`src/rtl/blob_rom_arbiter.sv`:
```
// blob_rom_arbiter: lets NUM_REQ picture-blob renderers share one synchronous
// image ROM. A round-robin arbiter grants one read per clock and registers the
// ROM address. A tag pipeline that runs alongside the ROM latency routes each
// returned word back to the requester that issued it, in issue order.
module blob_rom_arbiter #(
  parameter int NUM_REQ = 4,
  parameter int ADDR_W  = 12,
  parameter int DATA_W  = 8,
  parameter int ROM_LAT = 1
) (
  input  logic                        pixel_clk,
  input  logic                        reset,
  input  logic [NUM_REQ-1:0]          req,
  input  logic [NUM_REQ*ADDR_W-1:0]   req_addr,
  input  logic                        hold,
  output logic [NUM_REQ-1:0]          gnt,
  output logic [ADDR_W-1:0]           rom_addr,
  output logic                        rom_rd,
  input  logic [DATA_W-1:0]           rom_data,
  output logic [NUM_REQ-1:0]          rsp_valid,
  output logic [DATA_W-1:0]           rsp_data,
  output logic                        busy
);

  localparam int IDX_W = (NUM_REQ > 1) ? $clog2(NUM_REQ) : 1;
  localparam logic [IDX_W:0]   NUM_REQ_W = (IDX_W+1)'(NUM_REQ);
  localparam logic [IDX_W-1:0] LAST_IDX  = IDX_W'(NUM_REQ - 1);

  // Round-robin pointer: the requester that gets first look next cycle.
  logic [IDX_W-1:0] ptr_reg;

  // Unpacked view of the per-requester addresses.
  logic [ADDR_W-1:0] addr_arr [NUM_REQ];

  // rot_idx[k] = (ptr + k) mod NUM_REQ, the k-th candidate in search order.
  logic [IDX_W-1:0] rot_idx [NUM_REQ];

  // Winner of the search, before gating by reset/hold.
  logic             sel_found;
  logic [IDX_W-1:0] sel_idx;
  logic             grant_en;
  logic             accept;
  logic [IDX_W-1:0] ptr_next;

  // Tag pipeline. Stage 0 is loaded on the edge that registers rom_addr, and
  // stage ROM_LAT lines up with the cycle in which rom_data is valid.
  logic [ROM_LAT:0] tag_valid_reg;
  logic [IDX_W-1:0] tag_idx_reg [ROM_LAT+1];

  logic [NUM_REQ-1:0] rsp_valid_next;

  genvar gi;

  generate
    for (gi = 0; gi < NUM_REQ; gi++) begin : g_req
      logic [IDX_W:0] rot_sum;

      assign addr_arr[gi] = req_addr[gi*ADDR_W +: ADDR_W];

      // Modulo by a single conditional subtract: ptr + gi < 2*NUM_REQ.
      assign rot_sum      = {1'b0, ptr_reg} + (IDX_W+1)'(gi);
      assign rot_idx[gi]  = (rot_sum >= NUM_REQ_W) ? IDX_W'(rot_sum - NUM_REQ_W)
                                                   : IDX_W'(rot_sum);

      // One-hot grant, combinational so the requester sees it in the same cycle.
      assign gnt[gi] = accept && (sel_idx == IDX_W'(gi));

      // Response strobe decoded from the tag that is leaving the pipeline.
      assign rsp_valid_next[gi] = tag_valid_reg[ROM_LAT] &&
                                  (tag_idx_reg[ROM_LAT] == IDX_W'(gi));
    end
  endgenerate

  // Search upward from ptr with wrap-around for the first active request.
  always_comb begin
    sel_found = 1'b0;
    sel_idx   = '0;
    for (int k = 0; k < NUM_REQ; k++) begin
      if (!sel_found && req[rot_idx[k]]) begin
        sel_found = 1'b1;
        sel_idx   = rot_idx[k];
      end
    end
  end

  // Reset and hold both suppress grants immediately, before the next edge.
  assign grant_en = !reset && !hold;
  assign accept   = grant_en && sel_found;
  assign ptr_next = (sel_idx == LAST_IDX) ? '0 : sel_idx + IDX_W'(1);

  // Issue stage: register the granted address and advance the pointer.
  always_ff @(posedge pixel_clk) begin
    if (reset) begin
      ptr_reg  <= '0;
      rom_rd   <= 1'b0;
      rom_addr <= '0;
    end else begin
      rom_rd <= accept;
      if (accept) begin
        rom_addr <= addr_arr[sel_idx];
        ptr_reg  <= ptr_next;
      end
    end
  end

  // Tag stage 0: captured together with rom_addr.
  always_ff @(posedge pixel_clk) begin
    if (reset) begin
      tag_valid_reg[0] <= 1'b0;
    end else begin
      tag_valid_reg[0] <= accept;
    end
    tag_idx_reg[0] <= sel_idx;
  end

  generate
    for (gi = 1; gi <= ROM_LAT; gi++) begin : g_tag
      // Tag stage gi: follows the read through the ROM latency.
      always_ff @(posedge pixel_clk) begin
        if (reset) begin
          tag_valid_reg[gi] <= 1'b0;
        end else begin
          tag_valid_reg[gi] <= tag_valid_reg[gi-1];
        end
        tag_idx_reg[gi] <= tag_idx_reg[gi-1];
      end
    end
  endgenerate

  // Response stage: capture ROM data only for a live tag so rsp_data holds otherwise.
  always_ff @(posedge pixel_clk) begin
    if (reset) begin
      rsp_valid <= '0;
      rsp_data  <= '0;
    end else begin
      rsp_valid <= rsp_valid_next;
      if (tag_valid_reg[ROM_LAT]) begin
        rsp_data <= rom_data;
      end
    end
  end

  // Any live tag means an accepted read still owes its response.
  assign busy = |tag_valid_reg;

endmodule

```
`config.mk`:
```
export PLATFORM = sky130hd
export DESIGN_NAME = blob_rom_arbiter
export DESIGN_NICKNAME = d
export VERILOG_FILES = /design/src/rtl/blob_rom_arbiter.sv
export SDC_FILE = /design/constraint.sdc
export NUM_CORES = 1
export LEC_CHECK = 0
export ABC_AREA = 1
export CORE_ASPECT_RATIO = 1.2
export CORE_MARGIN = 1.5
export CORE_UTILIZATION = 45
export CTS_CLUSTER_SIZE = 25
export DETAILED_ROUTE_END_ITERATION = 6
export DONT_BUFFER_PORTS = 1
export GPL_ROUTABILITY_DRIVEN = 0
export GPL_TIMING_DRIVEN = 0
export MAX_ROUTING_LAYER = met4
export PLACE_DENSITY = 0.69
export SYNTH_ARGS = -nofsm -noshare
export SYNTH_HDL_FRONTEND = slang
export SYNTH_SLANG_ARGS = --single-unit
```
`constraint.sdc`:
```
create_clock -name pixel_clk -period 1.9 [get_ports pixel_clk]
set_clock_uncertainty 0.15 [all_clocks]
set_input_delay 0.38 -clock pixel_clk [delete_from_list [all_inputs] [get_ports pixel_clk]]
set_output_delay 0.38 -clock pixel_clk [all_outputs]
set_load 0.05 [all_outputs]
```
==> flow_metrics.env <==
export IMPL_avgViaCountPerCell=5.607
export IMPL_fp_coreArea_sq_um=3973
export IMPL_dp_final_hpwl_um=3739
export IMPL_drtPass1Iterations=4
export IMPL_end_kind="output pin"
export IMPL_synth_top_area_cell="dfxtp_1"
export IMPL_syn_inst=274
export IMPL_arrival_ns=1.98
export IMPL_clk_path_buf_depth=2
export IMPL_insertion_delay_ns=0.28
export IMPL_run_status="finished, violations left"
export IMPL_routed_top_layer="met4"
export IMPL_largest_reg_flops=12
export IMPL_gr_usage_all_layers=0.2285
export IMPL_netlist_area_sq_um=1866
export IMPL_wl_per_cell_um=15.65
export IMPL_largest_register="rom_addr"
export IMPL_syn_nets=337
export IMPL_hold_buffers=0
export IMPL_slew_headroom=0.5998
export IMPL_vias=1996
export IMPL_synthTopCellsByArea="dfxtp_1 34%, nand3_1 22%, nand2_1 9.9%, nor2_1 4.2%, nand2_2 4.0%"
export IMPL_min_period_ns=2.511
export IMPL_hold_viol=0
export IMPL_cts_tree="built"
export IMPL_tightestPinTransition_ns=0.6003
export IMPL_max_freq_mhz=398.3
export IMPL_met3_length_um=408
export IMPL_finalNetCount=364
export IMPL_whs_ns=0.08846
export IMPL_yosys_top_cells_count="82 x nand3_1, 49 x nand2_1, 32 x dfxtp_1"
export IMPL_fin_crit_sh=1.321
export IMPL_rsz0062_at_grt="true"
export IMPL_ys_ff_latch=32
export IMPL_wl_um=5573
export IMPL_drive_above_1_share=0.4073
export IMPL_clkSlewWorstSetupHoldPaths_ns=0.07
export IMPL_wl_met2_um=2849
export IMPL_worst_slack_ns=-0.6107
export IMPL_p_leak_nw=1.067
export IMPL_grt_overflow=0
export IMPL_violations="negative setup slack"
export IMPL_worstPathMaxFanout=6
export IMPL_fp_dieH_um=73.53
export IMPL_row_count=25
export IMPL_cts_buffers=5
export IMPL_yosysWarnings=0
export IMPL_ios=93
export IMPL_die_area_sq_um=4542
export IMPL_synth_edf_count=0
export IMPL_synth_distinct_cells=22
export IMPL_synth_top_area_frac=0.3434
export IMPL_avgSynthCellArea_sq_um=6.809
export IMPL_cp_start_kind="flop"
export IMPL_numPlacedInstances=328
export IMPL_reg_largest_list="rom_addr x12, rsp_data x8"
export IMPL_yosysMostFrequentCell="nand3_1"
export IMPL_setup_violations=17
export IMPL_drcViolationCount=0
export IMPL_antenna_found_initial=0
export IMPL_grt_max_degree=14
export IMPL_hold_path_class="in -> reg"
export IMPL_cts_htree_levels=2
export IMPL_powerDensity_nw_per_um2=2136
export IMPL_required_ns=1.37
export IMPL_cap_violations=0
export IMPL_ant_nets=0
export IMPL_total_power_mw=5.444
export IMPL_area_growth_syn_to_layout_pct=36.62
export IMPL_n_antenna_cell=0
export IMPL_yosys_most_used_dff="dfxtp_1"
export IMPL_path_class="reg -> out"
export IMPL_synthArstFlopShare=0
export IMPL_root_buffer="clkbuf_8"
export IMPL_grt_pass1_wl_um=7576
export IMPL_stdcell_count=356
export IMPL_yosysSeqAreaShare=0.3434
export IMPL_cts_sinks=32
export IMPL_die_w_um=61.78
export IMPL_port_buffers=0
export IMPL_drt_met1_wl_um=2115
export IMPL_grt_pass1_vias=1690
export IMPL_drtIter0Drc=109
export IMPL_initial_core_util=0.4696
export IMPL_slew_viol_final=0
export IMPL_ir_worst_vdd_uv=947.2
stage by stage:
stage | setup WS (ns) | cell area (sq um) | setup TNS [ns] | utilization
after floorplan | -0.2315 | 1898 | -0.8960 | -
after CTS | -0.5823 | 2193 | -3.727 | 0.5521
after detailed placement | -0.4424 | 1966 | -3.511 | 0.4948
after global placement | -0.4543 | 1966 | -3.723 | 0.4948
final | -0.6107 | 2549 | -5.138 | 0.6416
after global routing | -0.6902 | 2549 | -6.452 | 0.6416
metal layers:
metal	track usage	vias to the layer above
met1	0.2809	916
met5	-	-
li1	-	981
met4	0.09693	0
met2	0.3485	81
met3	0.05986	18
worst max-delay path, stage by stage (launching register included):
cell and delay, ns:
dfxtp_4 0.38, inv_4 0.05, buf_8 0.13, nand2_2 0.06
nand2_2 0.06, nand2_2 0.08, nand2_4 0.08, nand4_1 0.15
buf_4 0.16, nand4_4 0.11, buf_8 0.17, nor2_4 0.26
power breakdown:
part	switching [mW]	total (mW)	internal (mW)
Combinational	2.12	3.60	1.48
Sequential	0.471	1.32	0.844
Clock	0.239	0.528	0.288
path summary, 6_finish.rpt:
path	slack (ns)	from	cells after the start	endpoint
max	-0.61	ptr_reg[0]	11	gnt[0]
min	0.09	rom_data[4]	2	rsp_data[4]
max reg2reg	-0.27	ptr_reg[0]	13	rom_addr[7]
min reg2reg	0.18	tag_idx_reg[0][1]	0	tag_idx_reg[0][3]
cells in the final DEF, fill, tap and decap left out, types with 2 or more instances in the layout:
cell / instances
clkbuf_8: 6
inv_4: 4
buf_4: 20
nor2_4: 8
a21oi_2: 7
inv_1: 12
nand2_2: 16
nand4_4: 2
nand2_4: 15
nand3_1: 65
buf_6: 5
nor4_1: 4
nand2_1: 31
a21oi_1: 4
buf_8: 5
nor2_1: 18
dfxtp_4: 2
clkbuf_1: 2
nand3_2: 20
clkinv_2: 2
o21ai_1: 2
nand4_1: 2
dfxtp_1: 29
buf_2: 5
o21ai_0: 10
layout make-up:
| cell class | count | area, sq um |
|---|---|---|
| fill | 366 | 1424 |
| multi-input combinational | 208 | 1351 |
| sequential | 32 | 649.4 |
| timing repair buffer | 21 | 166.4 |
| buffer | 16 | 147.6 |
| clock buffer | 6 | 82.58 |
| inverter | 17 | 73.82 |
| tap | 54 | 67.56 |
| clock inverter | 2 | 10.01 |
cell families after synthesis:
family | count (synthesis) | synth area share
compound gates | 25 | 0.06908
buf+inv | 34 | 0.09926
flops | 32 | 0.3434
simple gates | 183 | 0.4883
repair_timing:
action / CTS / global route
endpoints found under the setup margin: 18 / 20
buffers inserted: 10 / 10
resized for setup: 19 / 69
gates cloned: 0 / 2
pin swaps: 11 / 40
No activity file was read; power rests on OpenSTA's default activity.
